--- src/rtl/servo_pkg.sv ---
// Shared defaults and FSM state encoding for the servo pulse reader and pulse generator.
package servo_pkg;

    localparam int unsigned SERVO_CLK_DIV       = 196;
    localparam int unsigned SERVO_MIN_TICKS     = 255;
    localparam int unsigned SERVO_MAX_TICKS     = 1024;
    localparam int unsigned SERVO_GLITCH_TICKS  = 16;
    localparam int unsigned SERVO_TIMEOUT_TICKS = 6400;

    typedef enum logic [1:0] {
        WAIT_LOW = 2'd0,
        IDLE     = 2'd1,
        HIGH     = 2'd2
    } servo_state_t;

endpackage

--- src/rtl/servo_tick_gen.sv ---
// Measurement tick prescaler: one-cycle tick every CLK_DIV clocks, phase realigned by restart.
module servo_tick_gen
    import servo_pkg::*;
#(
    parameter int unsigned CLK_DIV = SERVO_CLK_DIV
) (
    input  logic clk,
    input  logic rst,
    input  logic restart,
    output logic tick
);

    localparam int unsigned CNT_W = (CLK_DIV > 1) ? $clog2(CLK_DIV) : 1;
    localparam logic [CNT_W-1:0] CNT_LAST = CNT_W'(CLK_DIV - 1);

    logic [CNT_W-1:0] cnt;

    always_ff @(posedge clk) begin
        if (rst || restart || tick) cnt <= '0;
        else                        cnt <= cnt + 1'b1;
    end

    assign tick = (cnt == CNT_LAST);

endmodule

--- src/rtl/servo_pulse_reader.sv ---
// Servo PWM reader: measures the high time in prescaled ticks and maps it to an 8-bit position.
// Build macro SERVO_RD_AVG_EN averages the last four positions and adds one cycle of latency.
module servo_pulse_reader
    import servo_pkg::*;
#(
    parameter int unsigned CLK_DIV       = SERVO_CLK_DIV,
    parameter int unsigned MIN_TICKS     = SERVO_MIN_TICKS,
    parameter int unsigned MAX_TICKS     = SERVO_MAX_TICKS,
    parameter int unsigned GLITCH_TICKS  = SERVO_GLITCH_TICKS,
    parameter int unsigned TIMEOUT_TICKS = SERVO_TIMEOUT_TICKS
) (
    input  logic       clk,
    input  logic       rst,
    input  logic       ena_in,
    input  logic       pulse_in,
    output logic [7:0] position,
    output logic       pos_valid,
    output logic       signal_ok,
    output logic       err_long
);

    localparam int unsigned HCNT_W = $clog2(MAX_TICKS + 2);
    localparam int unsigned TCNT_W = $clog2(TIMEOUT_TICKS + 1);
    localparam logic [HCNT_W-1:0] HCNT_SAT = HCNT_W'(MAX_TICKS + 1);
    localparam logic [HCNT_W-1:0] GLITCH_W = HCNT_W'(GLITCH_TICKS);
    localparam logic [HCNT_W:0]   MIN_EXT  = (HCNT_W + 1)'(MIN_TICKS);
    localparam logic [HCNT_W:0]   POS_TOP  = (HCNT_W + 1)'(255);
    localparam logic [TCNT_W-1:0] TCNT_SAT = TCNT_W'(TIMEOUT_TICKS);

    function automatic logic [7:0] clamp_pos(input logic [HCNT_W-1:0] w);
        logic [HCNT_W:0] diff;
        diff = {1'b0, w} - MIN_EXT;
        if (diff[HCNT_W])        clamp_pos = 8'd0;
        else if (diff > POS_TOP) clamp_pos = 8'hff;
        else                     clamp_pos = diff[7:0];
    endfunction

    logic              sync_a, sync_b, line_d;
    logic [1:0]        sync_fill;
    logic              rise, fall, sync_ready, tick, expire;
    logic [HCNT_W-1:0] hcnt;
    logic [TCNT_W-1:0] tcnt;
    servo_state_t      state, state_nx;
    logic              cap_vld, cap_err;
    logic              vld_p0, err_p0;
    logic [HCNT_W-1:0] width_p0;
    logic              out_vld, out_err;
    logic [7:0]        out_pos;

    // sync_fill marks when sync_b reflects the pin again after reset, so a pulse
    // already high at reset release is not mistaken for a fresh rising edge
    always_ff @(posedge clk) begin
        if (rst) begin
            sync_a    <= 1'b0;
            sync_b    <= 1'b0;
            line_d    <= 1'b0;
            sync_fill <= 2'b00;
        end else begin
            sync_a    <= pulse_in;
            sync_b    <= sync_a;
            line_d    <= sync_b;
            sync_fill <= {sync_fill[0], 1'b1};
        end
    end

    assign rise       = sync_b & ~line_d;
    assign fall       = ~sync_b & line_d;
    assign sync_ready = sync_fill[1];

    servo_tick_gen #(
        .CLK_DIV (CLK_DIV)
    ) u_tick (
        .clk     (clk),
        .rst     (rst),
        .restart (rise | ~ena_in),
        .tick    (tick)
    );

    always_ff @(posedge clk) begin
        if (rst || !ena_in || rise)                        hcnt <= '0;
        else if (state == HIGH && tick && hcnt != HCNT_SAT) hcnt <= hcnt + 1'b1;
    end

    always_ff @(posedge clk) begin
        if (rst || !ena_in || rise)       tcnt <= '0;
        else if (tick && tcnt != TCNT_SAT) tcnt <= tcnt + 1'b1;
    end

    // a rising edge in the same cycle wins over expiry
    assign expire = (tcnt == TCNT_SAT) && !rise;

    always_ff @(posedge clk) begin
        if (rst) state <= WAIT_LOW;
        else     state <= state_nx;
    end

    always_comb begin
        state_nx = state;
        cap_vld  = 1'b0;
        cap_err  = 1'b0;
        if (!ena_in) begin
            state_nx = WAIT_LOW;
        end else begin
            case (state)
                WAIT_LOW: if (sync_ready && !sync_b) state_nx = IDLE;
                IDLE:     if (rise) state_nx = HIGH;
                HIGH: begin
                    if (hcnt == HCNT_SAT) begin
                        state_nx = WAIT_LOW;
                        cap_err  = 1'b1;
                    end else if (fall) begin
                        state_nx = IDLE;
                        cap_vld  = (hcnt >= GLITCH_W);
                    end
                end
                default: state_nx = WAIT_LOW;
            endcase
        end
    end

    // Stage p0: capture width and strobes at the end of the pulse
    always_ff @(posedge clk) begin
        if (rst || !ena_in) begin
            vld_p0 <= 1'b0;
            err_p0 <= 1'b0;
        end else begin
            vld_p0 <= cap_vld;
            err_p0 <= cap_err;
        end
    end

    always_ff @(posedge clk) begin
        width_p0 <= hcnt;
    end

`ifdef SERVO_RD_AVG_EN
    function automatic logic [7:0] avg4(input logic [3:0][7:0] h);
        logic [9:0] sum;
        sum  = 10'(h[0]) + 10'(h[1]) + 10'(h[2]) + 10'(h[3]);
        avg4 = sum[9:2];
    endfunction

    logic [3:0][7:0] hist_p1;
    logic            hist_fill, vld_p1, err_p1;

    // Stage p1: clamp and push into the history; refill after reset or signal loss
    always_ff @(posedge clk) begin
        if (rst) begin
            hist_p1   <= '0;
            hist_fill <= 1'b1;
            vld_p1    <= 1'b0;
            err_p1    <= 1'b0;
        end else begin
            vld_p1 <= vld_p0 && ena_in;
            err_p1 <= err_p0 && ena_in;
            if (!ena_in || expire) begin
                hist_fill <= 1'b1;
            end else if (vld_p0) begin
                hist_fill <= 1'b0;
                if (hist_fill) hist_p1 <= {4{clamp_pos(width_p0)}};
                else           hist_p1 <= {hist_p1[2:0], clamp_pos(width_p0)};
            end
        end
    end

    assign out_vld = vld_p1;
    assign out_err = err_p1;
    assign out_pos = avg4(hist_p1);
`else
    assign out_vld = vld_p0;
    assign out_err = err_p0;
    assign out_pos = clamp_pos(width_p0);
`endif

    // Output stage: registered strobes, held position, signal presence level
    always_ff @(posedge clk) begin
        if (rst) begin
            position  <= 8'd0;
            pos_valid <= 1'b0;
            err_long  <= 1'b0;
            signal_ok <= 1'b0;
        end else if (!ena_in) begin
            pos_valid <= 1'b0;
            err_long  <= 1'b0;
            signal_ok <= 1'b0;
        end else begin
            pos_valid <= out_vld;
            err_long  <= out_err;
            if (out_vld) begin
                position  <= out_pos;
                signal_ok <= 1'b1;
            end else if (expire) begin
                signal_ok <= 1'b0;
            end
        end
    end

endmodule

--- config.mk ---
export PLATFORM = sky130hd
export DESIGN_NAME = servo_pulse_reader
export DESIGN_NICKNAME = d
export VERILOG_FILES = /design/src/rtl/servo_pkg.sv /design/src/rtl/servo_tick_gen.sv /design/src/rtl/servo_pulse_reader.sv
export SDC_FILE = /design/constraint.sdc
export NUM_CORES = 1
export LEC_CHECK = 0
export CAP_MARGIN = 20
export CORE_MARGIN = 2
export CORE_UTILIZATION = 53
export DETAILED_ROUTE_END_ITERATION = 6
export PLACE_DENSITY = 0.72
export SLEW_MARGIN = 20
export SYNTH_ARGS = -nofsm -noshare
export SYNTH_HDL_FRONTEND = slang
export SYNTH_HIERARCHICAL = 1
export SYNTH_SLANG_ARGS = --single-unit
--- constraint.sdc ---
create_clock -name clk -period 2.25 [get_ports clk]
set_clock_uncertainty 0.15 [all_clocks]
set_input_delay 0.225 -clock clk [delete_from_list [all_inputs] [get_ports clk]]
set_output_delay 0.225 -clock clk [all_outputs]
set_load 0.01 [all_outputs]
## Word-level counts from Yosys, hierarchy flattened

Index checks and enable logic that the tools add are counted.

- Reduce and logical (&&, ||, !) cells: 19
- Equality and inequality tests: 10
- Mux-type cells: 11
- $lt $le $gt $ge: 2
- Add/subtract/negate cells: 4
- Bitwise operators: 8

Operator list:

| operator | number |
|---|---|
| two-way mux 8 bit | 2 |
| adder 13 x 1 -> 13 bit (second input constant) | 1 |
| equality test 13 bit (second input constant) | 1 |
| inequality test 13 bit (second input constant) | 1 |
| greater-than comparator 12 x 8 -> 1 bit (second input constant) | 1 |
| subtractor 11 x 8 -> 12 bit (second input constant) | 1 |
| adder 11 x 1 -> 11 bit (second input constant) | 1 |
| equality test 11 bit (second input constant) | 1 |
| >= comparator 11 x 5 -> 1 bit (second input constant) | 1 |
| inequality test 11 bit (second input constant) | 1 |
| adder 8 x 1 -> 8 bit (second input constant) | 1 |
| equality test 8 bit (second input constant) | 1 |
| two-way mux 2 bit | 4 |
| case mux 2 bit (3 select lines) | 1 |
| logical AND 1 bit | 5 |
| inverter 1 bit | 5 |
| OR reduction 5 bit | 1 |
| logical OR 1 bit | 4 |
| two-way mux 1 bit | 4 |
| inequality test 2 bit (second input constant) | 2 |
| zero test 1 bit | 3 |
| inequality test 3 x 2 -> 1 bit (second input constant) | 1 |
| AND reduction 3 bit | 1 |
| OR reduction 3 bit | 1 |
| 8 further kinds | 9 |

- Flip-flop bits (word level): 63

## Logic depth before layout (Yosys ltp)

- Word-level depth: 6
- Gate-level depth with buffers: 7

## Hierarchy

The synthesis kept the hierarchy.

Modules (own cells, without submodules):

| module | cells each | area each (um^2) | sequential area each (um^2) | instances |
|---|---|---|---|---|
| servo_pulse_reader | 251 | 2329.7 | 1101.1 | 1 |
| servo_tick_gen | 38 | 374.1 | 160.2 | 1 |

## Least setup slack after synthesis

No wires, ideal clock.

- Path type: register to register
- Start: reg u_tick.cnt[0]
- End: reg hcnt[10]
- Path slack: -1 ps
- Setup time: 128 ps
- Buffers on the path: 0
- Stages on the path, launching flop included: 8
- Arrival time: 1973 ps
- Path through: dfxtp_1 -> ha_1 -> nor4bb_2 -> and3_1 -> nand4b_1 -> nor4_1 -> xnor2_1 -> nor2_1

- Cells in the longest elaborated chain, start to end: 3

Ends and longest elaborated chain:

| item | line | source |
|---|---|---|
| start: declaration | servo_tick_gen.sv:16 | `logic [CNT_W-1:0] cnt;` |
| start signal: assignment | servo_tick_gen.sv:20 | `else cnt <= cnt + 1'b1;` |
| equality test 8 bit | servo_tick_gen.sv:23 | `assign tick = (cnt == CNT_LAST);` |
| named net tick | servo_pulse_reader.sv:40 | `logic rise, fall, sync_ready, tick, expire;` |
| logical AND 1 bit (2 in series) | servo_pulse_reader.sv:81 | `else if (state == HIGH && tick && hcnt != HCNT_SAT) hcnt <= hcnt + 1'b1;` |
| end signal: assignment | servo_pulse_reader.sv:81 |  |
| end: declaration | servo_pulse_reader.sv:41 | `logic [HCNT_W-1:0] hcnt;` |

The timed path passes the listed nets, and every way through them passes these cells.
A chain may end at the register's enable or synchronous reset.

## Worst setup path in the final report

- Start: reg u_tick.cnt[0]
- End: reg tcnt[12]

- Cells in the longest elaborated chain, start to end: 2

Ends and longest elaborated chain:

| item | line | source |
|---|---|---|
| equality test 8 bit | servo_tick_gen.sv:23 |  |
| named net tick | servo_pulse_reader.sv:40 |  |
| logical AND 1 bit | servo_pulse_reader.sv:86 | `else if (tick && tcnt != TCNT_SAT) tcnt <= tcnt + 1'b1;` |
| end signal: assignment | servo_pulse_reader.sv:86 |  |
| end: declaration | servo_pulse_reader.sv:42 | `logic [TCNT_W-1:0] tcnt;` |

The timed path passes the listed nets, and every way through them passes these cells.

==> metrics.txt <==
Routed WL 5230 um; clk_lat worst skew 0.34 ns; leakage power 0.00108 uW; largest family of logic cells by synthesized area simple AND/OR/NAND/NOR gates; Clock transition at path regs 0.07 ns; Max rail drop VDD 0.533 mV; Cells after Synth 289; Final Critical Period 2.12 ns; First-pass DRT Iterations 4; Tightest Pin Transition 0.657 ns; worst-path fanout max 6; non-filler cells, final 394; internal power 1760 uW; Avg WL per Cell 13.3 um; Fill cells 405; # setup viols final 0; total track usage 20.2%; CTS max path bufs 2; cts bufs inserted 9; Finished Cell Area 0.00325 mm^2; RD Place Congestion 0.813; Final WS setup 0.133 ns; Synth Area in Adders 4.16%; Residual DRC 0; diode count 0; Die W 75.4 um; hpwl dp 3580 um; Placed Area 0.00299 mm^2; Hold Fails Final Rpt 0; Top-Level Pins 15; Yosys reg bits 63; Max Slew Vio Count 0; Post-synth EDFFs 0; CTS tree built; simple-gate share of the synthesized area 26.1%; Syn Area/Cell 9.36 um^2; post-synthesis compound-gate area fraction 11.7%; Hold Slack 0.247 ns; CTS Hold Buffers Added 0; number of global-route vias before repair 1,882; Slew Limit Headroom 55.8%; PD cells 688 mW/mm^2; Synth top cells by count dfxtp_1, nor2_1, nand2_1, inv_1; status finished clean; Buffers on Ports 14; xor/xnor share of the synthesized area 7.45%; Sink Count 63; root buffer cell clkbuf_8; max-cap check violation count 0; pre-CTS setup slack 0.0518 ns; Final ANT Viol Nets 0; Logic pwr share 1.9%; clock share of power 47.8%; worst reg2reg setup slack 0.13 ns; Syn. warnings 6; switching part of the total 21.2%; fmax 0.472 GHz; fraction of layout cells with a size suffix above 1 14.7%; DR vias/cell 5.43; Hold Path Stages 0; count of different cell masters after synthesis 47; crit path kind flop to flop; placed cell count 377; Flop pwr share 50.3%; CP Data Required Time 2.39 ns; synthesized cell area 0.00270 mm^2; main flop type after synthesis dfxtp_1; Mapped Nets 302; DR iter-0 viols 72; Hold Crit Class flop to flop; mux cell area share after synthesis 0.740%; Worst setup SP type flop; Core Footprint 0.00482 mm^2; FP Rows 25; Vias 2,141; Setup crit end kind flop; Die Ht 75.4 um; Area contributors post-synth dfxtp_1, nor2_1, xnor2_1; sequential cell area fraction in the yosys report 46.6%; Tcrit/Tclk final 94.1%; largest net degree at the start of global routing 25; GRT overflow 0; starting density of the core 56.1%; Yosys top cell by area dfxtp_1; Post-layout nets 335; switching pwr 475 uW; ys async rst share 0%; count leader, synth dfxtp_1; first-pass GRT wire length 8570 um; Area Overhead vs Synth 20.2%; WP data arrival 2.25 ns; H-Tree Level Count 3; top cell type's share of synthesized area 46.6%; initial antenna violation count 0; worst reg2reg path depth 8; Die Area 0.00569 mm^2
==> layer usage <==
| layer | share of wire (%) | wire [um] | global-route usage (%) |
|---|---|---|---|
| met1 | 48 | 2510 | 26.2 |
| met2 | 46 | 2420 | 30.3 |
| met3 | 3.9 | 202 | 6.08 |
| met4 | 1.9 | 102 | 10.9 |
| met5 | 0 | 0 | 0 |
==> critical path, cell delays in order (launching register included) <==
cell and delay, ns:
dfxtp_2 0.33, ha_2 0.18, nor4bb_4 0.22, and3_4 0.24, buf_4 0.13, and3_1 0.17, nand2_1 0.07, or4_4 0.42
a21oi_2 0.13
==> cells by family (layout without fill, tap and decap cells) <==
family | count (synthesis) | in the layout
flops | 63 | 63
buf+inv | 21 | 59
simple gates | 129 | 129
fa+ha+maj | 9 | 9
xor+xnor | 23 | 23
mux | 2 | 2
compound gates | 42 | 42
==> sequential cells by signal, summed over array words and instances, names as in the netlist <==
name and count:
out_vld 1, pos_valid 1, line_d 1, width_p0 11
err_p0 1, signal_ok 1, hcnt 11, sync_b 1
position 8, sync_fill 2, tcnt 13, err_long 1
u_tick/cnt 8, state 2, sync_a 1
==> per-stage QoR <==
step	TNS, ns	utilization [%]	power, uW
global route	-0.00145	67.5	2320
finish	0	67.5	2240
detailed placement	0	62.0	1190
floorplan	-0.00156	-	1170
CTS	0	66.6	2260
global placement	0	62.0	1190
==> cell usage in the layout, fill, tap and decap left out, types with 4 or more instances in the layout <==
cell	netlist	layout
nor4bb_1	4	4
a21oi_2	3	4
nand2_1	26	26
ha_1	9	8
clkbuf_8	0	9
dfxtp_1	63	61
buf_4	0	12
xor2_1	10	10
nand3_1	13	13
nor2b_1	5	5
xnor2_1	13	13
o21ai_0	6	6
nor3_1	5	5
clkdlybuf4s50_1	0	14
a221oi_1	5	5
inv_1	17	17
nor4_1	7	6
a31oi_1	4	4
nor2_1	34	34
nand4_1	8	8
a21oi_1	9	8
or3_1	4	4
==> final cells by class <==
class | count | area (um^2) | area share, %
multi-input cells | 205 | 1390 | 42.7
flip-flops and latches | 63 | 1260 | 38.9
repair buffers | 26 | 230 | 7.09
clock buffers | 9 | 124 | 3.81
clock inverters | 7 | 97.6 | 3.00
well taps | 67 | 83.8 | 2.58
inverters | 17 | 63.8 | 1.96
==> power groups by stage <==
stage	clock network, uW	logic (uW)	registers, uW
2_1_floorplan	0	24.4	1150
3_3_place_gp	0	41.4	1150
3_5_place_dp	0	41.4	1150
4_1_cts	1100	42.0	1120
5_1_grt	1150	46.2	1130
6_report	1070	42.0	1130
==> repair_timing <==
action | 4_1_cts | 5_1_grt
endpoints found under the setup margin | 0 | 22
buffers inserted | 0 | 1
gates resized for setup | 0 | 8
==> path summary, 6_finish.rpt <==
path	startpoint	endpoint
setup reg to reg	u_tick/cnt[0]$_SDFF_PP0_	tcnt[12]$_SDFFE_PP0P_
hold / removal	hcnt[9]$_SDFFE_PP0P_	width_p0[9]$_DFF_P_
hold reg to reg	hcnt[9]$_SDFFE_PP0P_	width_p0[9]$_DFF_P_
setup / recovery	u_tick/cnt[0]$_SDFF_PP0_	tcnt[12]$_SDFFE_PP0P_
Note: power is estimated with default switching activity, not from simulation.
